$ cat src/rtl/uart_pkg.sv
// Shared constants and the reset-default divisor calculation for the UART baud generator.
package uart_pkg;
  localparam int OS_RATE_DEF = 16;
  localparam int DIV_W_DEF   = 16;
  localparam int FRAC_W_DEF  = 4;
  localparam int OS_IDX_W    = $clog2(OS_RATE_DEF);

  // Integer clocks per oversample tick, truncated.
  function automatic int calc_div(input int clk, input int baud, input int os);
    return clk / (baud * os);
  endfunction
endpackage

$ cat src/rtl/uart_tick_div.sv
// Clock-cycle counter that flags the last cycle of each oversample period.
// tc_o is combinational and means "the next edge wraps the counter".
module uart_tick_div #(
  parameter int DIV_W = 16
) (
  input  logic             clk_i,
  input  logic             rst_ni,
  input  logic             en_i,
  input  logic             clr_i,
  input  logic [DIV_W-1:0] div_i,
  input  logic             carry_i,
  output logic             tc_o
);
  logic [DIV_W-1:0] cnt_q, cnt_d;
  logic [DIV_W:0]   last_cnt;

  // Compare with >= so a divisor shrunk while frozen still wraps cleanly.
  always_comb begin
    last_cnt = '0;
    if (div_i != '0) last_cnt = {1'b0, div_i} - (DIV_W+1)'(1);
    last_cnt = last_cnt + (DIV_W+1)'(carry_i);
    tc_o     = en_i && !clr_i && ({1'b0, cnt_q} >= last_cnt);
    cnt_d    = cnt_q;
    if (clr_i)     cnt_d = '0;
    else if (tc_o) cnt_d = '0;
    else if (en_i) cnt_d = cnt_q + DIV_W'(1);
  end

  always_ff @(posedge clk_i) begin
    if (!rst_ni) cnt_q <= '0;
    else         cnt_q <= cnt_d;
  end
endmodule

$ cat src/rtl/uart_baud_gen.sv
// Programmable baud strobe generator: oversample, mid-bit and bit-end ticks.
// Define UART_BAUD_FRAC_EN to enable the fractional divisor accumulator.
module uart_baud_gen
  import uart_pkg::*;
#(
  parameter int CLK_RATE  = 100000000,
  parameter int BAUD_RATE = 9600,
  parameter int OS_RATE   = OS_RATE_DEF,
  parameter int DIV_W     = DIV_W_DEF,
  parameter int FRAC_W    = FRAC_W_DEF
) (
  input  logic                       clk_i,
  input  logic                       rst_ni,
  input  logic                       en_i,
  input  logic [DIV_W-1:0]           div_int_i,
  input  logic [FRAC_W-1:0]          div_frac_i,
  input  logic                       div_load_i,
  input  logic                       sync_i,
  output logic                       os_tick_o,
  output logic                       mid_tick_o,
  output logic                       bit_tick_o,
  output logic [$clog2(OS_RATE)-1:0] os_idx_o
);
  localparam int IDX_W = (OS_RATE == OS_RATE_DEF) ? OS_IDX_W : $clog2(OS_RATE);
  localparam logic [DIV_W-1:0] DEF_DIV = DIV_W'(calc_div(CLK_RATE, BAUD_RATE, OS_RATE));

  // Strobes are single-cycle pulses registered on the edge that completes the
  // period; consumers sample them as plain enables, there is no back-pressure.
  logic             tc, wrap, xfer, carry;
  logic [DIV_W-1:0] div_act_q, div_act_d, div_shd_q, div_shd_d;
  logic [IDX_W-1:0] os_idx_q, os_idx_d;
  logic             os_tick_q, os_tick_d, mid_tick_q, mid_tick_d, bit_tick_q, bit_tick_d;

  uart_tick_div #(.DIV_W(DIV_W)) u_tick_div (
    .clk_i   (clk_i),
    .rst_ni  (rst_ni),
    .en_i    (en_i),
    .clr_i   (sync_i),
    .div_i   (div_act_q),
    .carry_i (carry),
    .tc_o    (tc)
  );

  // Divisor changes only take effect at a bit boundary, when idle or on resync.
  always_comb begin
    wrap       = tc && (os_idx_q == IDX_W'(OS_RATE - 1));
    xfer       = sync_i || !en_i || wrap;
    div_shd_d  = div_load_i ? div_int_i : div_shd_q;
    div_act_d  = xfer ? div_shd_d : div_act_q;
    os_idx_d   = os_idx_q;
    os_tick_d  = 1'b0;
    mid_tick_d = 1'b0;
    bit_tick_d = 1'b0;
    if (sync_i) begin
      os_idx_d = '0;
    end else if (tc) begin
      os_idx_d   = wrap ? '0 : os_idx_q + IDX_W'(1);
      os_tick_d  = 1'b1;
      mid_tick_d = (os_idx_q == IDX_W'(OS_RATE/2 - 1));
      bit_tick_d = wrap;
    end
  end

  always_ff @(posedge clk_i) begin
    if (!rst_ni) begin
      div_act_q  <= DEF_DIV;
      div_shd_q  <= DEF_DIV;
      os_idx_q   <= '0;
      os_tick_q  <= 1'b0;
      mid_tick_q <= 1'b0;
      bit_tick_q <= 1'b0;
    end else begin
      div_act_q  <= div_act_d;
      div_shd_q  <= div_shd_d;
      os_idx_q   <= os_idx_d;
      os_tick_q  <= os_tick_d;
      mid_tick_q <= mid_tick_d;
      bit_tick_q <= bit_tick_d;
    end
  end

`ifdef UART_BAUD_FRAC_EN
  logic [FRAC_W-1:0] frac_act_q, frac_shd_q, frac_shd_d, frac_acc_q, frac_acc_d;
  logic [FRAC_W:0]   frac_sum;

  // The carry of the add that ends this period stretches this period by one.
  always_comb begin
    frac_shd_d = div_load_i ? div_frac_i : frac_shd_q;
    frac_sum   = {1'b0, frac_acc_q} + {1'b0, frac_act_q};
    carry      = frac_sum[FRAC_W];
    frac_acc_d = frac_acc_q;
    if (sync_i)  frac_acc_d = '0;
    else if (tc) frac_acc_d = frac_sum[FRAC_W-1:0];
  end

  always_ff @(posedge clk_i) begin
    if (!rst_ni) begin
      frac_act_q <= '0;
      frac_shd_q <= '0;
      frac_acc_q <= '0;
    end else begin
      frac_shd_q <= frac_shd_d;
      frac_act_q <= xfer ? frac_shd_d : frac_act_q;
      frac_acc_q <= frac_acc_d;
    end
  end
`else
  logic unused_frac;
  assign unused_frac = ^div_frac_i;
  assign carry       = 1'b0;
`endif

  assign os_tick_o  = os_tick_q;
  assign mid_tick_o = mid_tick_q;
  assign bit_tick_o = bit_tick_q;
  assign os_idx_o   = os_idx_q;
endmodule

$ cat config.mk
export PLATFORM = sky130hd
export DESIGN_NAME = uart_baud_gen
export DESIGN_NICKNAME = d
export VERILOG_FILES = /design/src/rtl/uart_pkg.sv /design/src/rtl/uart_tick_div.sv /design/src/rtl/uart_baud_gen.sv
export SDC_FILE = /design/constraint.sdc
export NUM_CORES = 1
export LEC_CHECK = 0
export ABC_AREA = 1
export CAP_MARGIN = 20
export CORE_UTILIZATION = 53
export CTS_CLUSTER_SIZE = 12
export DETAILED_ROUTE_END_ITERATION = 12
export HOLD_SLACK_MARGIN = 0.08
export MAX_ROUTING_LAYER = met4
export PLACE_DENSITY = 0.77
export SLEW_MARGIN = 0
export SYNTH_ARGS = -nofsm -noshare
export SYNTH_HDL_FRONTEND = slang
export SYNTH_HIERARCHICAL = 1
export SYNTH_SLANG_ARGS = --single-unit
$ cat constraint.sdc
create_clock -name clk_i -period 2.9 [get_ports clk_i]
set_input_delay 0.435 -clock clk_i [delete_from_list [all_inputs] [get_ports clk_i]]
set_output_delay 0.435 -clock clk_i [all_outputs]
set_load 0.02 [all_outputs]
[Word level (Yosys, flattened, before mapping)]
Index checks and enable logic that the tools add are counted.
Widths: inputs -> output; s select.
Storage, ports and cells
  logic and storage cells: 30
  output and inout port bits: 7
  input port bits: 25
  register bits: 55
Cells by class
  order comparisons: 1
  muxes and demuxes: 4
  equality and inequality tests: 2
  reductions and logical operators: 11
  add/subtract/negate cells: 3
  bitwise logic cells: 2
Operator list (count)
  $ge 16x17->1: 1
  $mux 17: 1
  $sub 16x1->17 const B: 1
  $add 16x1->16 const B: 1
  $mux 16: 1
  $reduce_bool 16->1: 1
  $reduce_or 3->1: 2
  $add 4x1->4 const B: 1
  $eq 4x3->1 const B: 1
  $eq 4x4->1 const B: 1
  $mux 4: 1
  $logic_and 1x1->1: 3
  $logic_not 1->1: 2
  $logic_or 1x1->1: 2
  $not 1->1: 2
  $reduce_or 2->1: 1
  $mux 1: 1

[Depth between registers and ports, before layout]
Gate-level depths: netlist of run 1.
  depth in word-level cells: 6
  gate-level depth with buffers: 34
  mapped depth without buffers: 32

[Cells and area by module]
The synthesis of run 1 kept the hierarchy.
Modules (own cells, without submodules)
  uart_tick_div: area each 2195.9 um^2, times used 1, sequential area each 320.3 um^2, cells each 336
  uart_baud_gen: area each 1591.5 um^2, times used 1, sequential area each 780.7 um^2, cells each 220

[Worst setup path before layout of run 1]
No wires, ideal clock.
  kind: register -> register
  start point: register div_act_q[0]
  end point: register div_act_q[0]
  slack: -0.241 ns
  cell stages (with the launch flop): 31
  setup time: 0.134 ns
  buffers on the path: 2
  data required time: 2.766 ns
  clock period less this slack: 3.141 ns
  data arrival time: 3.007 ns
  path through: dfxtp_1 -> inv_1 -> ha_1 -> nand3_4 -> nor2_4 -> nand2_8 -> buf_6 -> inv_1 -> nor2_1 -> ha_1 -> inv_1 -> ha_1 -> nand2_1 -> nor2_1 -> nand3b_1 -> nand3_1 -> nand2_1 -> nand2_1 -> nand2_1 -> nand2_1 -> nand2_1 -> nand2_1 -> nand3_2 -> inv_1 -> nand2_2 -> inv_2 -> nand2_2 -> buf_6 -> nand2_4 -> nand2_1 -> nand3_1
On the way
  cells in the longest elaborated chain, start to end: 6
  elaborated cells between the ends (all ways): 7
  those cells by class: add/sub: 1; order compare: 1; mux: 1; reduce/logical: 4
Ends and longest elaborated chain
  start: declaration: line uart_baud_gen.sv:30  | logic [DIV_W-1:0] div_act_q, div_act_d, div_shd_q, div_shd_d;
  start signal: assignment: line uart_baud_gen.sv:73  | div_act_q <= div_act_d;
  $sub 16x1->17 or $reduce_bool 16->1 (tied branches): line uart_tick_div.sv:20  | if (div_i != '0) last_cnt = {1'b0, div_i} - (DIV_W+1)'(1);
  $mux 17 (*): line uart_tick_div.sv:20
  $ge 16x17->1 (*): line uart_tick_div.sv:22  | tc_o = en_i && !clr_i && ({1'b0, cnt_q} >= last_cnt);
  $logic_and 1x1->1 (*): line uart_tick_div.sv:22
  net tc: line uart_baud_gen.sv:29  | logic tc, wrap, xfer, carry;
  $logic_and 1x1->1 (*): line uart_baud_gen.sv:46  | wrap = tc && (os_idx_q == IDX_W'(OS_RATE - 1));
  $logic_or 1x1->1 (*): line uart_baud_gen.sv:47  | xfer = sync_i || !en_i || wrap;
Mark *: on every way through the listed nets, which the timed path passes. The rest lies on a longest branch.
A chain may end at the register's enable or synchronous reset.

[Worst setup path in the final report of run 1]
Ends and elaborated chain as after synthesis.

==> impl_metrics.tcl, run 1 <==
set metrics [dict create \
    status "finished, violations left" \
    violations "negative setup slack" \
    path_buf_inv 5 \
    clock_skew_ns 0.0138 \
    cp_slowest_cell "dfxtp_2" \
    grt_pass1_wl_um 15200 \
    drv_slew 0 \
    antenna_found_initial 0 \
    root_buffer "clkbuf_8" \
    rows 30 \
    synth-edff-count 0 \
    ctsHtreeMaxLevel 2 \
    power_density_nw_per_um2 344 \
    ant_nets 0 \
    post_drt_wl_per_cell_um 13.2 \
    irDropWorstVdd_uv 266 \
    holdPathEnd "div_shd_q[0]" \
    clkSlewWorstSetupHoldPaths_ns 0.11 \
    finalSetupViolCount 29 \
    maxCapViolations 0 \
    dieArea_um2 7490 \
    layout-drive-gt1-share 0.283 \
    fmax_mhz 319 \
    cp_max_fo 8 \
    worstSkewPairLatency_ns 0.33 \
    critPathArrivalTime_ns 3.33 \
    grt-ovfl-total 0 \
    hold_depth 2 \
    numCtsBuffers 5 \
    async_flop_share 0 \
    holdWs_ns 0.465 \
    dp_hpwl_um 6820 \
    final_util 0.734 \
    initial_core_util 0.554 \
    vias 3776 \
    avgSynthCellArea_um2 6.81 \
    cts_tree "built" \
    synth_area_um2 3790 \
    io_pins 32 \
    grt_pass1_vias 3668 \
    grt_setup_unrepaired "true" \
    port_buffers 27 \
    crit_type "reg2reg" \
    r2r-start "div_act_q[0]" \
    end_kind "flip-flop" \
    diodes 0 \
    yosysWarnings 6 \
    dp.cells 728 \
    dr.pass1.iters 5 \
    ys_top_cells_by_count "nand2_1, nor2_1, inv_1" \
    synth.most_common_cell "nand2_1" \
    cp-startpoint "div_act_q[0]" \
    r2r-end "div_act_q[0]" \
    syn_nets 602 \
    vias_per_cell 5.05 \
    hp-start "div_shd_q[0]" \
    synth_top_area_cell "dfxtp_1" \
    p_total_mw 1.72 \
    synth_flop_cell "dfxtp_1" \
    core_area_um2 6830 \
    max-clock-path-buffers 2 \
    ff2ff_setup_slack_ns -0.24 \
    ys_ff_latch 55 \
    ys_types 35 \
    area_growth_syn_to_layout_pct 32.3 \
    cp_top_family "simple AND/OR/NAND/NOR gates" \
    drt-initial-drc-count 165 \
    setup_ws_ns -0.236 \
    p_leak_nw 2.34 \
    routed_wl_um 9870 \
    gp_congestion 0.896 \
    finalHoldViolCount 0 \
    fp.dieW_um 86.5 \
    ff2ff_path_depth 26 \
    period_needed_ns 3.14 \
    post-route-period-util 1.08 \
    grt_max_degree 21 \
    track_usage 0.262 \
    netlist.area_leader.share 0.291 \
    die_h_um 86.5 \
    crit_required_ns 3.10 \
    final_cells 747 \
    critPathMaxStageDelay_ns 0.35 \
    fill_cells 511 \
    cts.sinks 55 \
    yosysSeqAreaShare 0.291 \
    drc 0 \
    cpMostUsedCell "nand2_1" \
    yosys-top-cells-area "dfxtp_1, nand2_1, nor2_1" \
    final_nets 696 \
    netlist_instances 556 \
    critPathLaunchType "flip-flop" \
    hold_class "reg2reg" \
]
==> power by group <==
part	switching, mW	total (mW)	internal, mW
Sequential	0.0245	0.813	0.788
Clock	0.292	0.475	0.183
Combinational	0.237	0.437	0.199
==> worst reg2reg max path: stages, from the launching register on <==
cell,delay (ns)
dfxtp_2,0.35
inv_2,0.07
ha_4,0.14
nand3_4,0.09
o21ai_0,0.27
nand3_1,0.15
inv_1,0.11
xor2_1,0.08
ha_1,0.29
nand2_1,0.08
nor2_2,0.15
nand3b_1,0.09
nand3_1,0.07
nand2_1,0.05
nand2_1,0.05
nand2_1,0.05
nand2_1,0.05
nand2_1,0.05
nand2_1,0.08
nand3_2,0.10
inv_2,0.08
nand2_2,0.07
inv_2,0.07
nand2_4,0.08
clkbuf_16,0.17
nand3_1,0.06
nand3_1,0.10
==> layer usage <==
metal | track usage | vias up | part of all wire
met5 | - | - | 0
met4 | 0.0833 | 0 | 0.022
met3 | 0.0457 | 20 | 0.029
met2 | 0.502 | 94 | 0.54
met1 | 0.270 | 1741 | 0.41
li1 | - | 1921 | -
==> final cells by class <==
class                   instances  area [µm²]  share of cell area
multi-input cells             412        2480               0.494
flip-flops and latches         55        1110               0.222
repair buffers                100         906               0.181
inverters                      76         290              0.0579
well taps                      96         120              0.0240
clock buffers                   5        68.8              0.0137
clock inverters                 3        33.8             0.00674
==> flip-flops by register name, indices dropped and copies added, names as in the netlist <==
register and count:
mid_tick_o 1, os_idx_o 4, bit_tick_o 1, os_tick_o 1, div_act_q 16, u_tick_div/cnt_q 16
div_shd_q 16
==> kinds of logic after synthesis <==
family | Yosys count | synth area share
flops | 55 | 0.291
simple gates | 332 | 0.424
fa+ha+maj | 21 | 0.0694
compound gates | 31 | 0.0433
xor+xnor | 27 | 0.0644
other cells | 1 | 0.000990
buf+inv | 89 | 0.107
==> stage by stage <==
stage,setup WS [ns],setup TNS [ns],cell area [µm²]
finish,-0.236,-3.81,5010
global route,-0.493,-12.81,5010
CTS,-0.0970,-1.16,4830
detailed placement,-0.505,-10.07,4570
global placement,-0.399,-6.61,4570
floorplan,-0.00996,-0.0407,3800
==> worst max path at each step <==
stage                     cells past startpoint            end
after floorplan                              30   div_act_q[0]
after CTS                                    29   div_act_q[2]
after global routing                         28   div_act_q[0]
final                                        26   div_act_q[0]
after global placement                       27  div_act_q[11]
after detailed placement                     27   div_act_q[4]
==> repair_timing <==
| action | CTS | global route |
|---|---|---|
| gates cloned | 0 | 2 |
| setup endpoints to repair | 39 | 39 |
| endpoints found under the hold margin | 0 | 0 |
| pin swaps | 1 | 16 |
| hold buffers | 0 | 0 |
| setup buffers | 7 | 2 |
| gates resized for setup | 33 | 34 |
==> placed cells by master (no fill, tap or decap), types with 16 or more instances in the layout <==
master / n
clkdlybuf4s50_1: 27
nand2_1: 134
a21oi_1: 19
nor2_2: 16
nand2_2: 18
nand3_1: 45
xor2_1: 18
ha_1: 20
nor2_1: 60
inv_1: 64
nor2_4: 22
buf_4: 64
dfxtp_1: 46
Power figures use the tool's default switching activity.
==> inputs of run 2 (changes only) <==
CTS_CLUSTER_DIAMETER = 150   (was unset)
GPL_TIMING_DRIVEN = 0   (was unset)
PLACE_DENSITY = 0.76   (was 0.77)
==> impl_metrics.tcl, run 2 (same netlist as run 1, synthesis figures left out) <==
set metrics [dict create \
    ctsHtreeMaxLevel 2 \
    holdWs_ns 0.396 \
    grt-ovfl-total 0 \
    routed_wl_um 9830 \
    diodes 0 \
    post_drt_wl_per_cell_um 13.7 \
    grtUsageMet3 0.0333 \
    met2_usage 0.465 \
    holdPathEnd "div_shd_q[13]" \
    clock_skew_ns 0.0106 \
    max-clock-path-buffers 2 \
    final_util 0.724 \
    cts_tree "built" \
    finalHoldViolCount 0 \
    pre_cts_ws_ns -0.529 \
    top_regs "div_act_q: 16 flops, div_shd_q: 16 flops, u_tick_div/cnt_q: 16 flops" \
    cts.sinks 55 \
    groute.layer.met1.usage 0.301 \
    drt-initial-drc-count 228 \
    irDropWorstVdd_uv 343 \
    io_pins 32 \
    cp_cell_sequence "inv_2 -> nand3_4 -> buf_4 -> xor2_4 -> nand2_4 -> xnor2_2 -> ha_1 -> nand2_2 -> nor2_4 -> nand3b_1 -> nand3_2 -> nand2_1 -> nand2_1 -> nand2_1 -> nand2_1 -> nand2_1 -> nand2_2 -> nand3_4 -> buf_6 -> buf_4 -> buf_6 -> nand2_8 -> buf_12 -> nor2_4" \
    top_usage_layer "met2" \
    multi_input_area_um2 2620 \
    hold_depth 3 \
    setup_ws_ns -0.347 \
    dp_hpwl_um 6190 \
    die_h_um 86.5 \
    hold_class "in2reg" \
    max-slew-margin-rel 0.523 \
    period_needed_ns 3.25 \
    clkSlewWorstSetupHoldPaths_ns 0.11 \
    post-route-period-util 1.12 \
    layout-drive-gt1-share 0.279 \
    gp_congestion 0.919 \
    rows 30 \
    status "finished, violations left" \
    vias 3785 \
    power_density_nw_per_um2 360 \
    path_buf_inv 6 \
    drv_slew 0 \
    fmax_mhz 308 \
    grt_pass1_wl_um 15000 \
    cp_max_fo 6 \
    core_area_um2 6830 \
    numCtsBuffers 5 \
    critPathArrivalTime_ns 3.46 \
    final-seq-area_um2 1110 \
    layout_commonest_cell "nand2_1" \
    root_buffer "clkbuf_8" \
    ff2ff_setup_slack_ns -0.35 \
    critPathMaxStageDelay_ns 0.46 \
    vias_per_cell 5.28 \
    grt_pass1_vias 3395 \
    final_nets 666 \
    cp_slowest_cell "dfxtp_1" \
    grt_setup_unrepaired "true" \
    area_growth_syn_to_layout_pct 30.5 \
    drc 0 \
    fp.dieW_um 86.5 \
    initial_core_util 0.554 \
    finalSetupViolCount 39 \
    grt_max_degree 18 \
    crit_required_ns 3.11 \
    r2r-start "div_act_q[2]" \
    p_leak_nw 2.21 \
    r2r-end "u_tick_div/cnt_q[3]" \
    ff2ff_path_depth 24 \
    track_usage 0.258 \
    dieArea_um2 7490 \
    antenna_found_initial 0 \
    worst_slew_pin_slew_ns 0.709 \
    cpMostUsedCell "nand2_1" \
    cp_top_family "simple AND/OR/NAND/NOR gates" \
    hp-start "div_load_i" \
    violations "negative setup slack" \
    maxCapViolations 0 \
    ant_nets 0 \
    dr.pass1.iters 5 \
    worstSkewPairLatency_ns 0.32 \
    critPathLaunchType "flip-flop" \
    end_kind "flip-flop" \
    port_buffers 26 \
    fill_cells 509 \
    crit_type "reg2reg" \
    final_cell_mix "nand2_1, inv_1, nor2_1, dfxtp_1, nand3_1" \
]
-- run 2: changes by cell type in the layout (fill, tap and decap cells not counted), sizes merged --
cell           before  now
clkinv              2    1
inv                77   76
buf                71   42
clkdlybuf4s50      27   26
clkbuf              7    8
bufinv              0    1
-- run 2: tightest hold or removal path, stage by stage --
cell and delay (ns):
buf_6 0.11, nand2_1 0.07, a21oi_1 0.06
-- run 2: timing repair --
action                                  in CTS  in global routing
setup buffers                               18                 10
gates cloned                                 3                  0
gates resized for setup                     37                 70
hold buffers                                 0                  0
endpoints found under the setup margin      39                 39
pin swaps                                   11                 28
-- run 2: worst max-delay path by stage --
stage | start | end | slack, ns | cells past startpoint
floorplan | div_act_q[0] | div_act_q[0] | -0.01 | 30
global placement | div_act_q[0] | div_act_q[13] | -0.50 | 26
detailed placement | div_act_q[0] | div_act_q[11] | -0.53 | 26
CTS | div_act_q[0] | div_act_q[7] | -0.28 | 27
global route | div_act_q[2] | div_act_q[9] | -0.56 | 28
finish | div_act_q[2] | u_tick_div/cnt_q[3] | -0.35 | 24
-- run 2: routing by layer --
layer / wire [µm] / vias to the layer above / share of wire
li1: - / 1856 / -
met1: 4030 / 1766 / 0.41
met2: 5070 / 133 / 0.52
met3: 426 / 30 / 0.043
met4: 307 / 0 / 0.031
met5: 0 / - / 0
-- run 2: cell type report --
type | count | area share
clock buffer | 6 | 0.0167
tap | 96 | 0.0243
inverter | 76 | 0.0623
buffer | 13 | 0.0268
multi-input combinational | 412 | 0.529
sequential | 55 | 0.225
timing repair buffer | 57 | 0.108
clock inverter | 2 | 0.00785
-- run 2: stage by stage --
stage | TNS, ns | total power [mW] | instance area, µm² | cells
2_1_floorplan | -0.0407 | 1.05 | 3800 | 556
3_3_place_gp | -10.79 | 1.12 | 4180 | 678
3_5_place_dp | -12.10 | 1.13 | 4180 | 678
4_1_cts | -7.07 | 1.71 | 4590 | 707
5_1_grt | -19.23 | 1.86 | 4940 | 717
6_report | -11.12 | 1.78 | 4940 | 717
-- run 2: power breakdown --
group	switching, mW	internal, mW
sequential	0.0327	0.788
combinational	0.234	0.170
clock	0.269	0.285
total	0.535	1.24
